$ cat src/rtl/periph_bus_bridge.sv
// periph_bus_bridge: decodes the FemtoRV32 data bus into N_SLAVES one-hot
// selects and registers each transaction. It supports per-slave wait states,
// CPU stall signals, and a bus timeout with sticky error capture.
// Slave 0 is the default (RAM) target for any address outside the peripheral pages.
module periph_bus_bridge #(
  parameter int unsigned N_SLAVES  = 7,
  parameter logic [15:0] BASE_PAGE = 16'h0040,
  parameter int unsigned TIMEOUT   = 255,
  parameter logic [31:0] ERR_DATA  = 32'h6666_6666
) (
  input  logic                     clk,
  input  logic                     resetn,
  input  logic [31:0]              cpu_addr,
  input  logic [31:0]              cpu_wdata,
  input  logic [3:0]               cpu_wmask,
  input  logic                     cpu_rstrb,
  output logic [31:0]              cpu_rdata,
  output logic                     cpu_rbusy,
  output logic                     cpu_wbusy,
  output logic [N_SLAVES-1:0]      s_cs,
  output logic                     s_rd,
  output logic                     s_wr,
  output logic [31:0]              s_addr,
  output logic [31:0]              s_wdata,
  output logic [3:0]               s_wmask,
  input  logic [32*N_SLAVES-1:0]   s_rdata,
  input  logic [N_SLAVES-1:0]      s_ready,
  input  logic                     err_clr,
  output logic                     err_flag,
  output logic [31:0]              err_addr
);

  // The counter only has to reach TIMEOUT-1.
  localparam int unsigned CW = (TIMEOUT > 1) ? $clog2(TIMEOUT) : 1;

  typedef enum logic [1:0] {
    S_IDLE,
    S_ACCESS,
    S_WAIT,
    S_DONE
  } state_t;

  state_t              state;
  logic                is_wr;
  logic [CW-1:0]       tcount;

  logic                wr_req;
  logic                rd_req;
  logic                in_xfer;
  logic                ready_hit;
  logic                expire;
  logic [16:0]         page_off;
  logic [N_SLAVES-1:0] cs_dec;
  logic [31:0]         rdata_mux;

  // A write takes priority over a read; a read is dropped if both are requested.
  assign wr_req  = |cpu_wmask;
  assign rd_req  = cpu_rstrb & ~wr_req;
  assign in_xfer = (state == S_ACCESS) || (state == S_WAIT);

  // The selected slave is already one-hot on s_cs, so ready is qualified by it.
  assign ready_hit = |(s_ready & s_cs);
  assign expire    = (TIMEOUT != 0) && (tcount == CW'(TIMEOUT - 1));

  // Stall the CPU from the request cycle until the DONE cycle.
  assign cpu_rbusy = ((state == S_IDLE) & rd_req) | (in_xfer & ~is_wr);
  assign cpu_wbusy = ((state == S_IDLE) & wr_req) | (in_xfer & is_wr);

  // Address decode: page offsets 0..N_SLAVES-2 map to slaves 1..N_SLAVES-1.
  // A page below BASE_PAGE wraps into bit 16 and never matches.
  always_comb begin
    // NOTE: every always_comb output gets a default first so no latch is inferred.
    page_off = {1'b0, cpu_addr[31:16]} - {1'b0, BASE_PAGE};
    cs_dec   = '0;
    for (int k = 1; k < int'(N_SLAVES); k++) begin
      cs_dec[k] = (page_off == 17'(k - 1));
    end
    cs_dec[0] = ~(|cs_dec);
  end

  // Read-data mux driven by the registered one-hot select.
  always_comb begin
    rdata_mux = '0;
    for (int k = 0; k < int'(N_SLAVES); k++) begin
      if (s_cs[k]) rdata_mux = rdata_mux | s_rdata[32*k +: 32];
    end
  end

  // Transaction FSM together with its registered strobes, read data and error capture.
  always_ff @(posedge clk or negedge resetn) begin
    if (!resetn) begin
      state     <= S_IDLE;
      is_wr     <= 1'b0;
      tcount    <= '0;
      cpu_rdata <= '0;
      s_cs      <= '0;
      s_rd      <= 1'b0;
      s_wr      <= 1'b0;
      s_addr    <= '0;
      s_wdata   <= '0;
      s_wmask   <= '0;
      err_flag  <= 1'b0;
      err_addr  <= '0;
    end else begin
      // NOTE: state is updated with non-blocking assignments so every register samples pre-edge values.
      s_rd <= 1'b0;
      s_wr <= 1'b0;
      if (err_clr) begin
        err_flag <= 1'b0;
        err_addr <= '0;
      end

      case (state)
        S_IDLE: begin
          if (wr_req || rd_req) begin
            state   <= S_ACCESS;
            is_wr   <= wr_req;
            s_addr  <= cpu_addr;
            s_wdata <= cpu_wdata;
            s_wmask <= cpu_wmask;
            s_cs    <= cs_dec;
            s_rd    <= rd_req;
            s_wr    <= wr_req;
            tcount  <= '0;
          end
        end

        S_ACCESS, S_WAIT: begin
          tcount <= tcount + CW'(1);
          if (ready_hit) begin
            state <= S_DONE;
            s_cs  <= '0;
            if (!is_wr) cpu_rdata <= rdata_mux;
          end else if (expire) begin
            state    <= S_DONE;
            s_cs     <= '0;
            if (!is_wr) cpu_rdata <= ERR_DATA;
            // A timeout overrides a clear issued in the same cycle.
            err_flag <= 1'b1;
            if (!err_flag || err_clr) err_addr <= s_addr;
          end else begin
            state <= S_WAIT;
          end
        end

        S_DONE: state <= S_IDLE;

        default: state <= S_IDLE;
      endcase
    end
  end

endmodule

$ cat config.mk
export PLATFORM = sky130hd
export DESIGN_NAME = periph_bus_bridge
export DESIGN_NICKNAME = d
export VERILOG_FILES = /design/src/rtl/periph_bus_bridge.sv
export SDC_FILE = /design/constraint.sdc
export NUM_CORES = 1
export LEC_CHECK = 0
export BUFFER_PORTS_ARGS = -buffer_cell sky130_fd_sc_hd__buf_4
export CORE_AREA = 2 2 173 175
export DETAILED_ROUTE_END_ITERATION = 16
export DIE_AREA = 0 0 175 177
export GPL_ROUTABILITY_DRIVEN = 0
export SLEW_MARGIN = 15
export SYNTH_ARGS = -nofsm -noshare
export SYNTH_HDL_FRONTEND = slang
export SYNTH_SLANG_ARGS = --single-unit
$ cat constraint.sdc
create_clock -name clk -period 1.87 [get_ports clk]
set_input_delay 0.0935 -clock clk [delete_from_list [all_inputs] [get_ports clk]]
set_output_delay 0.0935 -clock clk [all_outputs]
set_load 0.02 [all_outputs]
-- After elaboration in Yosys (flattened, before gate mapping)
Index checks and enable logic that the tools add are counted.
- register bits: 153
- bits of input ports: 303
- output and inout port bits: 144
- word-level logic and storage cells: 94
- $add $sub $neg: 2
- eq/ne operators: 13
- mux-type cells: 34
- bitwise logic cells: 17
- reduce and logical (&&, ||, !) cells: 16
- operators by type and width (cell ; number):
    $mux 32 ; 16
    $or 32x32->32 ; 6
    $eq 17x2->1 const B ; 2
    $eq 17x3->1 const B ; 2
    $mux 7 ; 3
    $eq 17x1->1 const B ; 1
    $logic_not 17->1 ; 1
    $sub 16x7->17 const B ; 1
    $pmux 8 s2 ; 1
    $pmux 7 s2 ; 1
    $mux 1 ; 10
    $add 8x1->8 const B ; 1
    $eq 8x8->1 const B ; 1
    $mux 8 ; 1
    $and 7x7->7 ; 1
    $reduce_or 7->1 ; 1
    $pmux 2 s3 ; 1
    $reduce_or 6->1 ; 1
    $and 1x1->1 ; 5
    $eq 2x2->1 const B ; 2
    $ne 2x2->1 const B ; 2
    $reduce_and 2->1 ; 2
    $reduce_and 4->1 ; 1
    $reduce_bool 2->1 ; 2
    12 further kinds ; 17

-- Longest topological paths before layout
- depth in word-level cells: 15
- mapped depth: 8
- gate-level depth less buffers: 6

-- Worst setup path before layout
OpenSTA, ideal clock, no wires.
- path type: reg2reg
- start point: register s_cs[1]
- end point: register cpu_rdata[13]
- setup time: 121 ps
- arrival time: 1825 ps
- data required time: 1749 ps
- setup slack: -76 ps
- stages on the path, launching flop included: 9
- path buffers: 4
- clock period less this slack: 1946 ps
- cells stage by stage: dfrtp_1 > clkbuf_1 > a22oi_1 > and3_1 > buf_2 > or2_2 > clkbuf_2 > buf_2 > o22a_1
- cells in the longest elaborated chain, start to end: 13
- elaborated cells on any way between the ends: 18
- those cells by class: eq/ne: 1; mux: 8; bitwise: 6; reduce/logical: 3
- RTL lines (what ; RTL line ; text):
    from (decl) ; 20 ; output logic [N_SLAVES-1:0] s_cs,
    from (signal assigned) ; 121 ; s_cs <= cs_dec;
    $mux 32 ; 85 ; if (s_cs[k]) rdata_mux = rdata_mux | s_rdata[32*k +: 32];
    $or 32x32->32 ; 85 ;
    $mux 32 ; 85 ;
    $or 32x32->32 ; 85 ;
    $mux 32 ; 85 ;
    $or 32x32->32 ; 85 ;
    $mux 32 ; 85 ;
    $or 32x32->32 ; 85 ;
    $mux 32 ; 85 ;
    $or 32x32->32 ; 85 ;
    $mux 32 ; 85 ;
    $mux 32 ; 133 ; if (!is_wr) cpu_rdata <= rdata_mux;
    $mux 32 ; 130 ; if (ready_hit) begin
    to (signal assigned) ; 133 ;
    to (decl) ; 17 ; output logic [31:0] cpu_rdata,
Parallel ways exist; a longest one is shown, timed or not. The select of a mux whose other input is x is not followed.
A chain may end at the register's enable or synchronous reset.

-- Final worst setup path
- start point: register s_cs[4]
- end point: register err_addr[3]
- cells in the longest elaborated chain, start to end: 4
- RTL lines (what ; RTL line ; text):
    $and 7x7->7 ; 62 ; assign ready_hit = |(s_ready & s_cs);
    $reduce_or 7->1 ; 62 ;
    $mux 32 ; 130 ;
    $mux 32 ; 113 ; case (state)
    to (signal assigned) ; 140 ; if (!err_flag || err_clr) err_addr <= s_addr;
    to (decl) ; 30 ; output logic [31:0] err_addr
No other way between the ends.

==> metrics.md <==
| Metric | Value |
|---|---|
| Status | complete, no violations |
| Crit path max fanout | 32 |
| Area of the mapped netlist | 6980 um2 |
| Layout Skew | 0.0105 ns |
| Clock sinks | 153 |
| Via count | 7331 |
| Crit start category | flip-flop |
| Final Cell Area | 12300 um2 |
| LEAKAGE | 6.18 nW |
| Arr. time, crit path | 2.10 ns |
| Register area share after synthesis | 54.8% |
| Wire length per cell | 19.8 um |
| Delay-heaviest family, CP | compound AO/OA/AOI/OAI gates |
| Synthesis-to-layout area growth | 76.7% |
| Gr ovfl total | 0 |
| Max-slew violation count | 0 |
| Max stage delay cell, worst path | dfrtp_2 |
| Crit Path Category | flip-flop to flip-flop |
| CORE AREA | 29200 um2 |
| # IOs | 447 |
| Worst skew pair latency | 0.42 ns |
| Number of synthesized flops with an enable pin | 0 |
| Die Ht | 177 um |
| Mapped Avg Cell Area | 12.3 um2 |
| Total GRT Usage | 18.0% |
| Synth unique cells | 39 |
| PortBufs | 446 |
| Root buffer cell | clkbuf_16 |
| Tightest Hold Check Type | primary input to flip-flop |
| H-Tree Depth | 4 |
| Unrepaired setup endpoints after global routing | true |
| Crit end category | flip-flop |
| PwrDens | 630 nW/um2 |
| Reg clk slew, reported paths | 0.07 ns |
| Share of layout cells above drive strength 1 | 53.3% |
| Initial antenna violation count | 1 |
| Highest Clock Rate | 0.561 GHz |
| Fin util | 42.2% |
| Normalized max-slew margin | 53.4% |
| Drt pass-1 iters | 8 |
| Post-layout min period | 1.78 ns |
| Vias in the first global route | 7261 |
| Vias/cell | 4.91 |
| TritonCTS clock tree | done |
| Endpoints failing setup | 0 |
| GR Layer Usage met1 | 22.0% |
| ANT nets after route | 0 |
| Pin count of the biggest net entering global routing | 47 |
| VDD IR max | 0.000412 V |
| Placement Cell Area | 11000 um2 |
| Std-Cell Rows | 63 |
| Routing usage on met2 | 30.5% |
| Post-DP HPWL | 22.2 mm |
| Synth Net Count | 877 |
| Post-synth ARST share | 100% |
| Met3 usage | 5.00% |
| Max Cap Viol | 0 |
| CP cell instances | a222oi_1, and3_4, a41oi_4, buf_12, a22o_1 |
| Most used routing layer | met2 |
| First-pass GRT wire length | 42.6 mm |
| Fin. Hold Viols | 0 |
| Fin Hold WS | 0.0195 ns |
| Yosys Warn Count | 0 |
| Initial DRC count | 441 |
| Gate Count Post-Synth | 570 |
| Final WL | 29.6 mm |
| Worst path required time | 2.18 ns |
| Residual DRC count | 0 |
| Final #Nets | 1396 |
| Tcrit/Tclk final | 95.4% |
| CTS Buffer Depth | 2 |
| CP bufs+invs | 1 |
| Setup_tns | 0 ns |
| Fillers | 2798 |
| Die Area | 31000 um2 |
| FF+latch count, synth | 153 |
| Least-Margin Pin Slew | 0.698 ns |
| Top_reg_cell synth | dfrtp_1 |
| CTS buffer count | 17 |
| Crit path largest cell delay | 0.40 ns |
| Horiz. Die Dim | 175 um |
| Starting Density | 23.9% |
final timing paths:
path	start	to	slack [ns]	cells after the start
max	s_cs[4]	err_addr[3]	0.09	5
min	cpu_addr[16]	s_addr[16]	0.02	3
max reg2reg	s_cs[4]	err_addr[3]	0.09	5
min reg2reg	s_wmask[1]	s_wmask[1]	0.49	2
max in group asynchronous	resetn	cpu_rdata[4]	1.11	3
min in group asynchronous	resetn	s_wdata[27]	0.14	2
sequential cells by signal, summed over array words and instances (netlist names):
| name | flops |
|---|---|
| s_wr | 1 |
| err_flag | 1 |
| s_rd | 1 |
| s_addr | 32 |
| s_cs | 7 |
| state | 2 |
| cpu_rdata | 32 |
| s_wdata | 32 |
| s_wmask | 4 |
| is_wr | 1 |
| err_addr | 32 |
| tcount | 8 |
metal layers:
layer  up-vias  wire (um)
li1       3313          -
met2       370      14900
met5         -          0
met3        42       2210
met1      3606      11700
met4         0        818
cell usage in the layout, fill, tap and decap left out, drive strengths merged, types with 3 or more instances in the layout:
| cell | netlist | final |
|---|---|---|
| o22a | 16 | 16 |
| a32o | 4 | 4 |
| a22oi | 66 | 66 |
| buf | 20 | 480 |
| inv | 7 | 17 |
| dfrtp | 153 | 153 |
| nor4 | 4 | 4 |
| nor2 | 8 | 8 |
| a22o | 52 | 52 |
| or4 | 3 | 3 |
| nand2 | 25 | 25 |
| nand3 | 36 | 36 |
| nand2b | 3 | 3 |
| dlygate4sd3 | 0 | 70 |
| a21o | 3 | 3 |
| mux2 | 62 | 62 |
| o21ai | 11 | 11 |
| a222oi | 33 | 33 |
| or3 | 4 | 4 |
| ha | 4 | 4 |
| a21oi | 7 | 7 |
| clkbuf | 31 | 18 |
power by group:
group / internal [mW] / switching [mW] / leakage [nW]
Combinational: 0.515 / 0.242 / 3.85
Sequential: 3.31 / 0 / 2.03
Clock: 2.06 / 1.65 / 0.305
cell families after synthesis:
group	count (synthesis)	synth area share [%]
AO/OA/AOI/OAI	200	23.7
XOR/XNOR	1	0.125
adder cells (fa/ha/maj)	4	0.717
buffers and inverters	58	4.07
flip-flops	153	54.8
multiplexers	62	10.0
AND/OR/NAND/NOR	92	6.52
per-stage QoR:
stage | total power [mW] | setup WS, ns | std cells
after floorplan | 3.40 | 0.00183 | 570
after global placement | 4.00 | -0.107 | 1389
after detailed placement | 4.01 | -0.164 | 1389
after CTS | 7.89 | 0.00499 | 1491
after global routing | 8.06 | -0.00374 | 1492
final | 7.78 | 0.0862 | 1493
cell type report:
type / instances / area (um2) / share of cell area [%]
flip-flops and latches: 153 / 3830 / 31.1
inverters: 7 / 26.3 / 0.213
repair buffers: 551 / 4450 / 36.0
well taps: 390 / 488 / 3.95
clock buffers: 17 / 425 / 3.45
clock inverters: 15 / 198 / 1.60
diodes: 1 / 2.50 / 0.0203
multi-input cells: 359 / 2920 / 23.7
synthesized netlist by cell type, types with 5 or more instances:
master	n	share of area, %
a21oi_1	7	0.50
a222oi_1	33	4.7
a22o_1	52	6.5
a22oi_1	66	7.1
buf_2	10	0.72
buf_4	6	0.64
clkbuf_1	30	1.6
dfrtp_1	153	55
inv_1	7	0.38
mux2_1	5	0.81
mux2_2	57	9.2
nand2_1	25	1.3
nand3_1	36	2.6
nor2_1	8	0.43
o21ai_0	10	0.72
o22a_1	16	2.0
what timing repair did:
action | in CTS | in global routing
endpoints found under the hold margin | 223 | 0
hold buffers | 70 | 0
pin swaps | 0 | 2
gates resized for setup | 5 | 6
endpoints found under the setup margin | 52 | 27
setup buffers | 0 | 0
gates cloned | 0 | 1
worst reg2reg max path, stage by stage, from the launching register on:
cell	delay, ns
dfrtp_2	0.40
a222oi_1	0.36
and3_4	0.30
a41oi_4	0.15
buf_12	0.20
a22o_1	0.26
Power figures use the tool's default switching activity.
